### src/rtl/uart_rx_fifo_pkg.sv
// Shared definitions for the UART receive path: baud tick sizing, receive FSM
// states and the oversampling points used by the majority vote.
package uart_rx_fifo_pkg;

    typedef enum logic [2:0] {
        IDLE      = 3'd0,
        START     = 3'd1,
        DATA      = 3'd2,
        STOP      = 3'd3,
        WAIT_HIGH = 3'd4
    } rx_state_e;

    localparam int OVERSAMPLE    = 16;
    localparam int BITS_PER_BYTE = 8;

    localparam logic [3:0] SAMPLE_FIRST = 4'd7;
    localparam logic [3:0] SAMPLE_LAST  = 4'd9;
    localparam logic [3:0] SAMPLE_END   = 4'd15;

    // Integer truncation is intended: the residual rate error is absorbed by
    // the mid-bit majority vote.
    function automatic int calc_clks_per_tick(input int clk_frequency, input int baud);
        return clk_frequency / (baud * OVERSAMPLE);
    endfunction

    function automatic logic majority3(input logic a, input logic b, input logic c);
        return (a & b) | (a & c) | (b & c);
    endfunction

endpackage

### src/rtl/uart_rx_fifo_sync_fifo.sv
// Show-ahead synchronous FIFO: the head entry is visible on pop_data_o without
// a read request. DEPTH must be a power of two and at least 2.
module sync_fifo #(
    parameter int WIDTH = 8,
    parameter int DEPTH = 4
) (
    input  logic             clk,
    input  logic             rst_n,
    input  logic             push_i,
    input  logic [WIDTH-1:0] push_data_i,
    input  logic             pop_i,
    output logic [WIDTH-1:0] pop_data_o,
    output logic             full_o,
    output logic             empty_o
);

    localparam int             PTR_W   = $clog2(DEPTH);
    localparam logic [PTR_W:0] PTR_ONE = (PTR_W + 1)'(1);

    logic [PTR_W:0]   wr_ptr_q, wr_ptr_d;
    logic [PTR_W:0]   rd_ptr_q, rd_ptr_d;
    logic [WIDTH-1:0] mem_q [DEPTH];
    logic             do_push;
    logic             do_pop;

    // The extra wrap bit separates full from empty when the index bits match.
    assign empty_o = (wr_ptr_q == rd_ptr_q);
    assign full_o  = (wr_ptr_q[PTR_W] != rd_ptr_q[PTR_W]) &&
                     (wr_ptr_q[PTR_W-1:0] == rd_ptr_q[PTR_W-1:0]);

    assign do_pop  = pop_i && !empty_o;
    assign do_push = push_i && (!full_o || do_pop);

    always_comb begin
        // NOTE: every variable gets a default before any branch, so no path
        // leaves it unassigned and no latch is inferred.
        wr_ptr_d = wr_ptr_q;
        rd_ptr_d = rd_ptr_q;
        if (do_push) begin
            wr_ptr_d = wr_ptr_q + PTR_ONE;
        end
        if (do_pop) begin
            rd_ptr_d = rd_ptr_q + PTR_ONE;
        end
    end

    always_ff @(posedge clk or negedge rst_n) begin
        // NOTE: state registers use non-blocking assignments so every flop
        // samples pre-edge values regardless of block evaluation order.
        if (!rst_n) begin
            wr_ptr_q <= '0;
            rd_ptr_q <= '0;
        end else begin
            wr_ptr_q <= wr_ptr_d;
            rd_ptr_q <= rd_ptr_d;
        end
    end

    // NOTE: the storage array is deliberately left without reset; only the
    // pointers define occupancy, and the empty gate below hides stale data.
    always_ff @(posedge clk) begin
        if (do_push) begin
            mem_q[wr_ptr_q[PTR_W-1:0]] <= push_data_i;
        end
    end

    assign pop_data_o = empty_o ? '0 : mem_q[rd_ptr_q[PTR_W-1:0]];

endmodule

### src/rtl/uart_rx_fifo.sv
// 8N1 UART receiver with 16x oversampling and 3-sample majority vote, feeding
// a show-ahead byte FIFO with a valid/ready consumer port.
module uart_rx_fifo
    import uart_rx_fifo_pkg::*;
#(
    parameter int CLK_FREQUENCY = 50_000_000,
    parameter int BAUD          = 115_200,
    parameter int FIFO_DEPTH    = 4
) (
    input  logic       clk,
    input  logic       reset_n,
    input  logic       rxd,
    output logic [7:0] rx_data,
    output logic       rx_valid,
    input  logic       rx_ready,
    output logic       frame_err,
    output logic       overrun,
    output logic       busy
);

    localparam int                CLKS_PER_TICK = calc_clks_per_tick(CLK_FREQUENCY, BAUD);
    localparam int                TICK_W        = (CLKS_PER_TICK > 1) ? $clog2(CLKS_PER_TICK) : 1;
    localparam logic [TICK_W-1:0] TICK_LAST     = TICK_W'(CLKS_PER_TICK - 1);
    localparam logic [TICK_W-1:0] TICK_ONE      = TICK_W'(1);
    localparam logic [2:0]        BIT_LAST      = 3'(BITS_PER_BYTE - 1);

    // Synchronizer and start-edge qualification
    logic       rxd_meta_q;
    logic       rxs_q;
    logic       rxs_prev_q;
    logic [1:0] sync_fill_q;
    logic       armed_q;
    logic       start_edge;

    // Receive FSM and bit timing
    rx_state_e   state_q, state_d;
    logic [TICK_W-1:0] tick_cnt_q, tick_cnt_d;
    logic [3:0]  sample_q, sample_d;
    logic [2:0]  bit_idx_q, bit_idx_d;
    logic [7:0]  shift_q, shift_d;
    logic [1:0]  vote_q, vote_d;
    logic        frame_err_q, frame_err_d;
    logic        overrun_q;
    logic        tick;
    logic        decide;
    logic        bit_end;
    logic        majority;
    logic        byte_push;

    // FIFO handshake
    logic fifo_full;
    logic fifo_empty;
    logic fifo_pop;

    // sync_fill_q marks when rxs_q holds a real line sample rather than the
    // reset value; armed_q then demands a genuine high before any start edge,
    // so a line already low at reset release is never mistaken for a start.
    always_ff @(posedge clk or negedge reset_n) begin
        if (!reset_n) begin
            rxd_meta_q  <= 1'b1;
            rxs_q       <= 1'b1;
            rxs_prev_q  <= 1'b1;
            sync_fill_q <= 2'b00;
            armed_q     <= 1'b0;
        end else begin
            rxd_meta_q  <= rxd;
            rxs_q       <= rxd_meta_q;
            rxs_prev_q  <= rxs_q;
            sync_fill_q <= {sync_fill_q[0], 1'b1};
            armed_q     <= armed_q | (sync_fill_q[1] & rxs_q);
        end
    end

    assign start_edge = armed_q && rxs_prev_q && !rxs_q;

    assign tick     = (tick_cnt_q == TICK_LAST);
    assign decide   = tick && (sample_q == SAMPLE_LAST);
    assign bit_end  = tick && (sample_q == SAMPLE_END);
    // Samples 7 and 8 are latched; sample 9 is the live synchronized value.
    assign majority = majority3(vote_q[0], vote_q[1], rxs_q);

    always_comb begin
        state_d     = state_q;
        tick_cnt_d  = tick_cnt_q;
        sample_d    = sample_q;
        bit_idx_d   = bit_idx_q;
        shift_d     = shift_q;
        vote_d      = vote_q;
        frame_err_d = 1'b0;
        byte_push   = 1'b0;

        if (state_q != IDLE) begin
            if (tick) begin
                tick_cnt_d = '0;
                sample_d   = sample_q + 4'd1;
                if (sample_q == SAMPLE_FIRST) begin
                    vote_d[0] = rxs_q;
                end
                if (sample_q == SAMPLE_FIRST + 4'd1) begin
                    vote_d[1] = rxs_q;
                end
            end else begin
                tick_cnt_d = tick_cnt_q + TICK_ONE;
            end
        end

        unique case (state_q)
            IDLE: begin
                // Counters stay cleared so bit phase is anchored to the edge.
                tick_cnt_d = '0;
                sample_d   = '0;
                if (start_edge) begin
                    state_d   = START;
                    bit_idx_d = '0;
                end
            end
            START: begin
                if (decide && majority) begin
                    state_d = IDLE;
                end else if (bit_end) begin
                    state_d   = DATA;
                    bit_idx_d = '0;
                end
            end
            DATA: begin
                if (decide) begin
                    shift_d = {majority, shift_q[7:1]};
                end
                if (bit_end) begin
                    if (bit_idx_q == BIT_LAST) begin
                        state_d = STOP;
                    end else begin
                        bit_idx_d = bit_idx_q + 3'd1;
                    end
                end
            end
            STOP: begin
                // Leaving at sample 9 lets the next start edge, which may arrive
                // before the nominal end of the stop bit, be caught in IDLE.
                if (decide) begin
                    if (majority) begin
                        byte_push = 1'b1;
                        state_d   = IDLE;
                    end else begin
                        frame_err_d = 1'b1;
                        state_d     = WAIT_HIGH;
                    end
                end
            end
            WAIT_HIGH: begin
                if (rxs_q) begin
                    state_d = IDLE;
                end
            end
            default: begin
                state_d = IDLE;
            end
        endcase
    end

    always_ff @(posedge clk or negedge reset_n) begin
        if (!reset_n) begin
            state_q     <= IDLE;
            tick_cnt_q  <= '0;
            sample_q    <= '0;
            bit_idx_q   <= '0;
            shift_q     <= '0;
            vote_q      <= '0;
            frame_err_q <= 1'b0;
            overrun_q   <= 1'b0;
        end else begin
            state_q     <= state_d;
            tick_cnt_q  <= tick_cnt_d;
            sample_q    <= sample_d;
            bit_idx_q   <= bit_idx_d;
            shift_q     <= shift_d;
            vote_q      <= vote_d;
            frame_err_q <= frame_err_d;
            overrun_q   <= byte_push && fifo_full && !fifo_pop;
        end
    end

    assign fifo_pop = rx_valid && rx_ready;

    sync_fifo #(
        .WIDTH (8),
        .DEPTH (FIFO_DEPTH)
    ) u_fifo (
        .clk         (clk),
        .rst_n       (reset_n),
        .push_i      (byte_push),
        .push_data_i (shift_q),
        .pop_i       (fifo_pop),
        .pop_data_o  (rx_data),
        .full_o      (fifo_full),
        .empty_o     (fifo_empty)
    );

    assign rx_valid  = !fifo_empty;
    assign frame_err = frame_err_q;
    assign overrun   = overrun_q;
    assign busy      = (state_q != IDLE);

endmodule

### config.mk
export PLATFORM = sky130hd
export DESIGN_NAME = uart_rx_fifo
export DESIGN_NICKNAME = d
export VERILOG_FILES = /design/src/rtl/uart_rx_fifo_pkg.sv /design/src/rtl/uart_rx_fifo_sync_fifo.sv /design/src/rtl/uart_rx_fifo.sv
export SDC_FILE = /design/constraint.sdc
export NUM_CORES = 1
export LEC_CHECK = 0
export ABC_CLOCK_PERIOD_IN_PS = 3540
export CORE_MARGIN = 10
export CORE_UTILIZATION = 64
export DETAILED_ROUTE_END_ITERATION = 8
export PLACE_DENSITY = 0.94
export SLEW_MARGIN = 20
export SYNTH_ARGS = -nofsm -noshare
export SYNTH_HDL_FRONTEND = slang
export SYNTH_SLANG_ARGS = --single-unit
### constraint.sdc
create_clock -name clk -period 3.54 [get_ports clk]
set_input_delay 0.708 -clock clk [delete_from_list [all_inputs] [get_ports clk]]
set_output_delay 0.708 -clock clk [all_outputs]
set_load 0.05 [all_outputs]
==> run summary, run 1 <==
Outcome = complete, no violations
Ys Warns = 0
Mean Syn Cell Area = 14.2 um^2
RR Endpoint = u_fifo.mem_q[0][0]$_DFFE_PP_
Total congestion overflow after global routing = 0
Max Root-Sink Buffers = 2
First-pass GRT wire length = 8800 um
Mapped Area = 0.00313 mm^2
Syn_nets = 237
Slew margin rel. = 44.3%
Crit end category = output port
Top-Level Pins = 16
Post-route insts no fill = 311
Post-layout nets = 255
Clock sink count = 71
Number of flops mapped to enable cells by yosys = 32
Cells on worst reg2reg path = 6
Count of distinct cell types in the synthesized netlist = 42
Leak Pwr = 1.48 nW
Area leader, netlist = edfxtp_1
Worst Hold Path EP = rxs_q$_DFF_PN1_
Post-CTS Resized = 0
Starting density of the core = 66.3%
Max H-tree Level = 3
Post-Synthesis Cells = 221
Final Slew Violations = 0
Kind of critical path = flop to output port
Reg clk slew, reported paths = 0.07 ns
Synth Flop Type = dfrtp_1
Count of final hold-check violations = 0
Worst Path Arrival = 2.51 ns
Hold Crit Class = flop to flop
Hold path cells = 0
Remaining antenna violation count = 0
Post-synthesis sequential area ratio = 62.0%
RSZ-0062 raised after global routing = no
Share of post-route cells with drive strength above 1 = 18.0%
Detailed Route WL = 5150 um
CTS buffer count = 9
Synth Register Bits = 71
Hold path start = rxd_meta_q$_DFF_PN1_
Residual DRC count = 0
FF-to-FF setup slack = 1.06 ns
Clock Skews = 0.00548 ns
Post-CTS setup buffer count = 0
Peak VDD IR = 0.312 mV
Die area = 0.00809 mm^2
CP max FO = 11
Worst-Margin Slew = 0.836 ns
Setup TNS = 0 ns
Post-synth top cells = dfrtp_1 (36), edfxtp_1 (32), and2_1 (13), mux2_2 (13), nor2_1 (13)
Worst Setup Slack, final = 0.320 ns
Cell Pwr Density = 550 mW/mm^2
CTS Hold Buffers Added = 0
Period utilisation layout = 91.0%
Die Span Y = 90.0 um
Post-synth top area share = 30.7%
Core Footprint = 0.00472 mm^2
N_diodes = 0
Row count = 25
Worst-Skew Late Latency = 0.34 ns
Post-DP HPWL = 3400 um
Count leader, synth = dfrtp_1
GRT Resource Usage Total = 13.7%
Worst path required time = 2.83 ns
Crit path time final = 3.22 ns
Setup violators final = 0
P&R area growth vs syn = 12.0%
Via density = 5.69
Length of the first detailed-routing pass in iterations = 4
Root buffer cell = clkbuf_8
Max-cap check violation count = 0
Startpoint Class = flop
Placed Cells = 295
Number of global-route vias before repair = 1,816
Die width = 90.0 um
DRT iter0 DRCs = 111
Highest clock rate = 0.311 GHz
Post-route cell area = 0.00351 mm^2
Dpl ws = 0.474 ns
Initial antenna violation count = 0
Drt wl/cell = 16.6 um
Async SR Flop Fraction = 54.9%
Synth area leaders = edfxtp_1 (31%), dfrtp_1 (29%), mux4_2 (5.8%), ha_1 (4.8%), mux2_2 (4.7%)
Reg-to-Reg Start = tick_cnt_q[0]$_DFF_PN0_
CTS tree = built
Pin count of the biggest net entering global routing = 40
Total power = 0.00193 W
IO buf count = 15
Final RePlAce weighted congestion = 0.760
Via count = 1,769
Placed Area = 0.00333 mm^2
==> cell usage in the layout, fill, tap and decap left out, drive strengths merged, types with 2 or more instances in the layout <==
master / Yosys / routed
a21o: 2 / 2
a21oi: 2 / 2
and2: 13 / 13
and4b: 2 / 2
buf: 5 / 2
clkbuf: 4 / 10
clkdlybuf4s50: 0 / 14
clkinv: 0 / 4
dfrtp: 36 / 36
dfstp: 3 / 3
edfxtp: 32 / 32
ha: 12 / 12
inv: 11 / 11
mux2: 15 / 15
mux4: 8 / 8
nand2: 12 / 12
nand3: 5 / 5
nand3b: 2 / 2
nand4: 2 / 2
nand4b: 2 / 2
nor2: 13 / 13
nor2b: 2 / 2
nor3: 2 / 2
o2111ai: 2 / 2
o21ai: 4 / 4
or2: 3 / 3
or3b: 2 / 2
xnor2: 7 / 7
xor2: 6 / 6
==> state kept, by name (all words and copies together), names as in the netlist, 2 cells and up <==
| name | flops |
|---|---|
| u_fifo.rd_ptr_q | 3 |
| u_fifo.wr_ptr_q | 3 |
| vote_q | 2 |
| shift_q | 8 |
| state_q | 3 |
| u_fifo.mem_q | 32 |
| tick_cnt_q | 5 |
| sample_q | 4 |
| bit_idx_q | 3 |
| sync_fill_q | 2 |
==> cells by family (layout without fill, tap and decap cells) <==
group,after synthesis,count (layout),share of synthesized area (%)
other,1,1,0.120
adders and majority gates,13,13,5.11
muxes,23,23,11.1
and+or+nand+nor,65,65,12.0
xor gates and xnor gates,13,13,3.64
AOI/OAI and AO/OA,15,15,3.36
buffers and inverters,20,43,2.64
DFF,71,71,62.0
==> routing by layer <==
layer / wire length [um] / global-route usage (%) / vias up
met5: 0 / 0 / -
met4: 129 / 7.82 / 0
met3: 220 / 4.24 / 13
met2: 2640 / 22.3 / 35
met1: 2160 / 15.6 / 892
li1: - / - / 829
==> worst max path at each step <==
stage                                   start          to  depth (start not counted)
6_report       u_fifo.rd_ptr_q[1]$_DFFE_PN0P_  rx_data[1]                          4
5_1_grt        u_fifo.rd_ptr_q[1]$_DFFE_PN0P_  rx_data[1]                          4
4_1_cts        u_fifo.rd_ptr_q[0]$_DFFE_PN0P_  rx_data[1]                          4
3_5_place_dp   u_fifo.rd_ptr_q[0]$_DFFE_PN0P_  rx_data[1]                          4
3_3_place_gp   u_fifo.rd_ptr_q[0]$_DFFE_PN0P_  rx_data[4]                          4
2_1_floorplan  u_fifo.rd_ptr_q[0]$_DFFE_PN0P_  rx_data[0]                          5
==> per-stage QoR <==
stage	hold WS, ns	util (%)
after floorplan	0.331	-
after global placement	0.335	70.4
after detailed placement	0.342	70.4
after CTS	0.358	74.3
after global routing	0.364	74.3
final	0.359	74.3
==> area by class of cell <==
| class | instances | area [um^2] |
|---|---|---|
| Clock buffer | 10 | 128 |
| Clock inverter | 6 | 52.6 |
| Fill cell | 297 | 1210 |
| Inverter | 11 | 41.3 |
| Multi-Input combinational cell | 130 | 1110 |
| Sequential cell | 71 | 1940 |
| Tap cell | 67 | 83.8 |
| Timing Repair Buffer | 16 | 153 |
==> worst max-delay path, cell delays in order (launching register included) <==
cell and delay (ns):
dfrtp_1 0.65, xnor2_1 0.16, nand3b_1 0.33, and2_1 0.22, clkdlybuf4s50_1 0.82
==> power by group <==
part | switching [W] | internal, W | leakage [nW]
combinational | 0.000153 | 0.000159 | 0.517
clock | 0.000272 | 0.000316 | 0.0864
sequential | 0.000112 | 0.000916 | 0.872
No activity file was read; power rests on OpenSTA's default activity.
==> run 2: changes to the inputs <==
TNS_END_PERCENT = 50   (was unset)
==> results of run 2 <==
Same layout as run 1: the final DEF is identical, and so are final timing and power.
==> edit 1, RTL diff (config.mk and constraints of run 2) <==
The output `overrun` loses its register stage (`overrun_q` becomes a continuous assignment).
--- a/src/rtl/uart_rx_fifo.sv
+++ b/src/rtl/uart_rx_fifo.sv
@@ -168,5 +168,4 @@
             vote_q      <= '0;
             frame_err_q <= 1'b0;
-            overrun_q   <= 1'b0;
         end else begin
             state_q     <= state_d;
@@ -177,7 +176,8 @@
             vote_q      <= vote_d;
             frame_err_q <= frame_err_d;
-            overrun_q   <= byte_push && fifo_full && !fifo_pop;
         end
     end
+
+    assign overrun_q = byte_push && fifo_full && !fifo_pop;
 
     assign fifo_pop = rx_valid && rx_ready;
Function: no difference found for any inputs over 10 cycles, from zero or initial values and one cycle with reset_n low; that may be too few to reach the edited logic, so the function may still have changed.
==> edit 1 against run 2 <==
Design area rose by 2.0%. Largest cell class unchanged. Hold slack got worse by 0.0043 ns. Non-clock buffer count fell by 1. Via count rose by 0.57%. Combinational power fell by 46%. Routed wire length fell by 2.7%. Setup slack improved by 0.072 ns. Synthesized area rose by 2.0%. Register-to-register slack improved by 0.13 ns. Sequential cell count fell by 1. Sequential power fell by 9%. Critical path type unchanged. Sequential share of layout area fell by 1.8 points. Total power fell by 6.8%.
==> edit 1: results <==
metrics = {
    "power_and_ir_drop": {
        "power_leakage_nw": 1.49,
        "irDropWorstVdd_v": 0.000339,
    },
    "drt": {
        "wl_mm": 5.02,
        "first_iter_violations": 120,
        "route.layer.met1.wl_mm": 2.09,
        "wl_per_cell_microns": 16.1,
        "vias": 1779,
        "highest_layer": "met4",
        "dr.pass1.iters": 4,
        "wl_met3_microns": 236,
        "met2WireLength_mm": 2.58,
    },
    "synth": {
        "synth_xor_area_share_pct": 3.29,
        "synth_mux_area_share_pct": 11.0,
        "async_flop_share_pct": 54.3,
        "synth-compound-area-share_pct": 3.45,
        "synthAdderAreaFrac_pct": 5.13,
        "avgSynthCellArea_sq_um": 14.4,
        "seq_area_frac_synth_pct": 60.0,
        "synth_edf_count": 32,
        "ys_types": 46,
        "syn_nets": 238,
        "ys_warn_count": 0,
        "synth.area.top_cells": "edfxtp_1 (30%), dfrtp_1 (27%), mux4_2 (5.6%)",
        "synthFlopType": "dfrtp_1",
        "ys_top_cells_by_count": "dfrtp_1 (35), edfxtp_1 (32), nand2_1 (14), and2_1 (12), ha_1 (12)",
    },
    "clock_tree": {
        "cts.path.max_buffers": 2,
        "h-tree-depth": 3,
        "clk_latency_ns": 0.34,
        "clk_pin_slew_ns": 0.07,
    },
    "sta": {
        "tightest_slew_ns": 0.817,
        "fin_worst_skew_ns": 0.00815,
    },
    "global_route": {
        "grt_util_all_layers_pct": 13.3,
        "grt_pass1_vias": 1862,
        "grt_pass1_wl_mm": 8.88,
        "grt_max_degree": 39,
    },
    "status": {
        "status": "completed",
    },
    "placed_design": {
        "place_congestion": 0.777,
        "dp.cells": 295,
        "dp_hpwl_mm": 3.60,
        "numPortBuffers": 15,
    },
    "critical_path": {
        "r2r_cells": 6,
    },
    "finish": {
        "fill_cells": 316,
        "drive_gt1_share_pct": 20.9,
    },
}
edit 1: cell types whose count changed after synthesis, moves of 3 or more:
cell             run 2  this run
a21oi_1              2         5
or2_2                3         0
buf_6                0         3
nand3b_1             2         5
clkbuf_1             3         0
o21ai_0              4         1
edit 1: logic make-up (layout without fill, tap and decap cells):
family / after synthesis / in the layout
other: 1 / 1
buffers and inverters: 18 / 40
flip-flops: 70 / 70
multiplexers: 23 / 23
XOR/XNOR: 12 / 12
adder cells (fa/ha/maj): 13 / 13
AO/OA/AOI/OAI: 16 / 16
AND/OR/NAND/NOR: 69 / 69
edit 1: what timing repair did:
item	in CTS	in global routing
gates resized for setup	0	1
setup endpoints to repair	0	1
hold endpoints to repair	0	0
edit 1: per-layer routing:
layer / up-vias / track usage [%]
met5: - / 0
met4: 0 / 7.16
met3: 14 / 4.24
met2: 38 / 22.4
met1: 893 / 14.7
li1: 834 / -
edit 1: report_power, final:
part,internal (mW),leakage [nW],total (mW),switching (mW)
Combinational,0.0732,0.509,0.169,0.0961
Sequential,0.885,0.869,0.935,0.0497
Clock,0.398,0.109,0.692,0.294
Total,1.36,1.49,1.80,0.440
edit 1: critical path, cell delays in order (launching register included):
cell	delay [ns]
dfrtp_1	0.55
xnor2_1	0.30
nand3b_1	0.31
and2_1	0.25
clkdlybuf4s50_1	0.70
edit 1: final timing paths:
check | startpoint | slack (ns) | to
setup reg to reg | tick_cnt_q[0] | 1.19 | u_fifo.mem_q[0][4]
hold reg to reg | sync_fill_q[0] | 0.35 | sync_fill_q[1]
max in group asynchronous | reset_n | 2.51 | u_fifo.rd_ptr_q[0]
min in group asynchronous | reset_n | 0.46 | sync_fill_q[0]
hold / removal | sync_fill_q[0] | 0.35 | sync_fill_q[1]
setup / recovery | u_fifo.rd_ptr_q[1] | 0.39 | rx_data[2]
edit 1: cell type report:
| class | count | area [sq um] | area share, % |
|---|---|---|---|
| multi-input combinational | 134 | 1180 | 32.9 |
| timing repair buffer | 15 | 143 | 3.99 |
| sequential | 70 | 1920 | 53.6 |
| clock inverter | 7 | 98.8 | 2.76 |
| inverter | 9 | 33.8 | 0.944 |
| clock buffer | 9 | 124 | 3.46 |
| tap | 67 | 83.8 | 2.34 |
edit 1: per-stage QoR:
stage | power [mW] | area [sq um] | worst slack (ns) | hold slack [ns]
final | 1.80 | 3580 | 0.392 | 0.355
after global routing | 1.88 | 3580 | 0.212 | 0.372
after CTS | 1.82 | 3580 | 0.152 | 0.362
after detailed placement | 1.12 | 3350 | 0.542 | 0.345
after global placement | 1.11 | 3350 | 0.618 | 0.335
after floorplan | 1.07 | 3190 | 0.613 | 0.331
==> edit 2, RTL diff (config.mk and constraints of run 2) <==
Without the edit above. `FIFO_DEPTH`: 4 -> 8.
--- a/src/rtl/uart_rx_fifo.sv
+++ b/src/rtl/uart_rx_fifo.sv
@@ -6,5 +6,5 @@
     parameter int CLK_FREQUENCY = 50_000_000,
     parameter int BAUD          = 115_200,
-    parameter int FIFO_DEPTH    = 4
+    parameter int FIFO_DEPTH    = 8
 ) (
     input  logic       clk,
Formal check against the unedited RTL: same outputs for any inputs over 10 cycles, from zero or initial values and one cycle with reset_n low; that may be too few to reach the edited logic, so the function may still have changed.
==> edit 2 against run 2 <==
Maximum frequency grew 7.0%. Sequential cell count up 34. Utilization decreased by 2.0 points. Routed wire length grew 40%. Sequential power rose by 43%. Setup slack improved by 0.21 ns. Synthesized cell count rose by 24%. Global-route usage is 0.58 points higher. Count of clock-buffer cells in the layout stayed put. Design area is 41% higher. Synthesized area is 45% higher. Total power increased by 75%. Clock skew rose by 0.0038 ns. Critical path type unchanged. Largest cell class unchanged.
==> edit 2: results <==
metrics = {
    "placed_design": {
        "dpl_cell_area_sq_mm": 0.00476,
    },
    "global_route": {
        "grt_use_met2_pct": 23.1,
        "use_met1_pct": 17.6,
    },
    "finish": {
        "n_all_inverters": 10,
        "fin_util_pct": 72.3,
        "buffer_area_share_pct": 3.40,
        "stdcell_count": 398,
        "largest_register_ffs": 64,
        "fill_cells": 427,
        "clock_area_share_pct": 3.57,
    },
    "drt": {
        "wl_mm": 7.19,
        "dr.pass1.iters": 6,
        "first_iter_violations": 92,
    },
    "sta": {
        "whs_ns": 0.353,
        "fin_worst_skew_ns": 0.00926,
    },
    "synth": {
        "syn_nets": 288,
        "ys_top_cells_by_count": "edfxtp_1 (64), dfrtp_1 (38), nor2_1 (21), mux4_2 (16), nand2_1 (13)",
        "synthFlopType": "edfxtp_1",
        "ys_types": 51,
        "synthCells": 275,
        "async_flop_share_pct": 39.0,
    },
    "critical_path": {
        "rrSetupSlack_ns": 0.89,
        "cp.arrival_ns": 2.30,
        "cp_slowest_stage_delay_ns": 0.94,
    },
    "status": {
        "status": "completed",
    },
}
## edit 2: cell count changes after synthesis, sizes merged, moves of 4 or more
cell / delta
edfxtp: +32
and2: -13
nor2: +9
mux2i: +8
mux4: +8
xor2: +5
buf: +4
nor3: +4
nor4b: +4
## edit 2: cells by family (layout without fill, tap and decap cells)
| family | count (synthesis) | after routing | synth area share (%) |
|---|---|---|---|
| compound gates | 16 | 16 | 3.34 |
| other cells | 1 | 1 | 0.0828 |
| simple gates | 72 | 72 | 10.5 |
| flops | 105 | 105 | 65.2 |
| buf+inv | 20 | 47 | 2.04 |
| xor+xnor | 15 | 15 | 3.40 |
| fa+ha+maj | 10 | 10 | 2.71 |
| mux | 36 | 36 | 12.7 |
## edit 2: routing by layer
layer | share of wire (%) | wire [microns]
met1 | 44 | 3150
met3 | 3.3 | 238
met5 | 0 | 0
met4 | 2.2 | 161
met2 | 51 | 3640
## edit 2: report_power, final
group | switching, mW | internal, mW
combinational | 0.738 | 0.505
sequential | 0.129 | 1.34
clock | 0.400 | 0.265
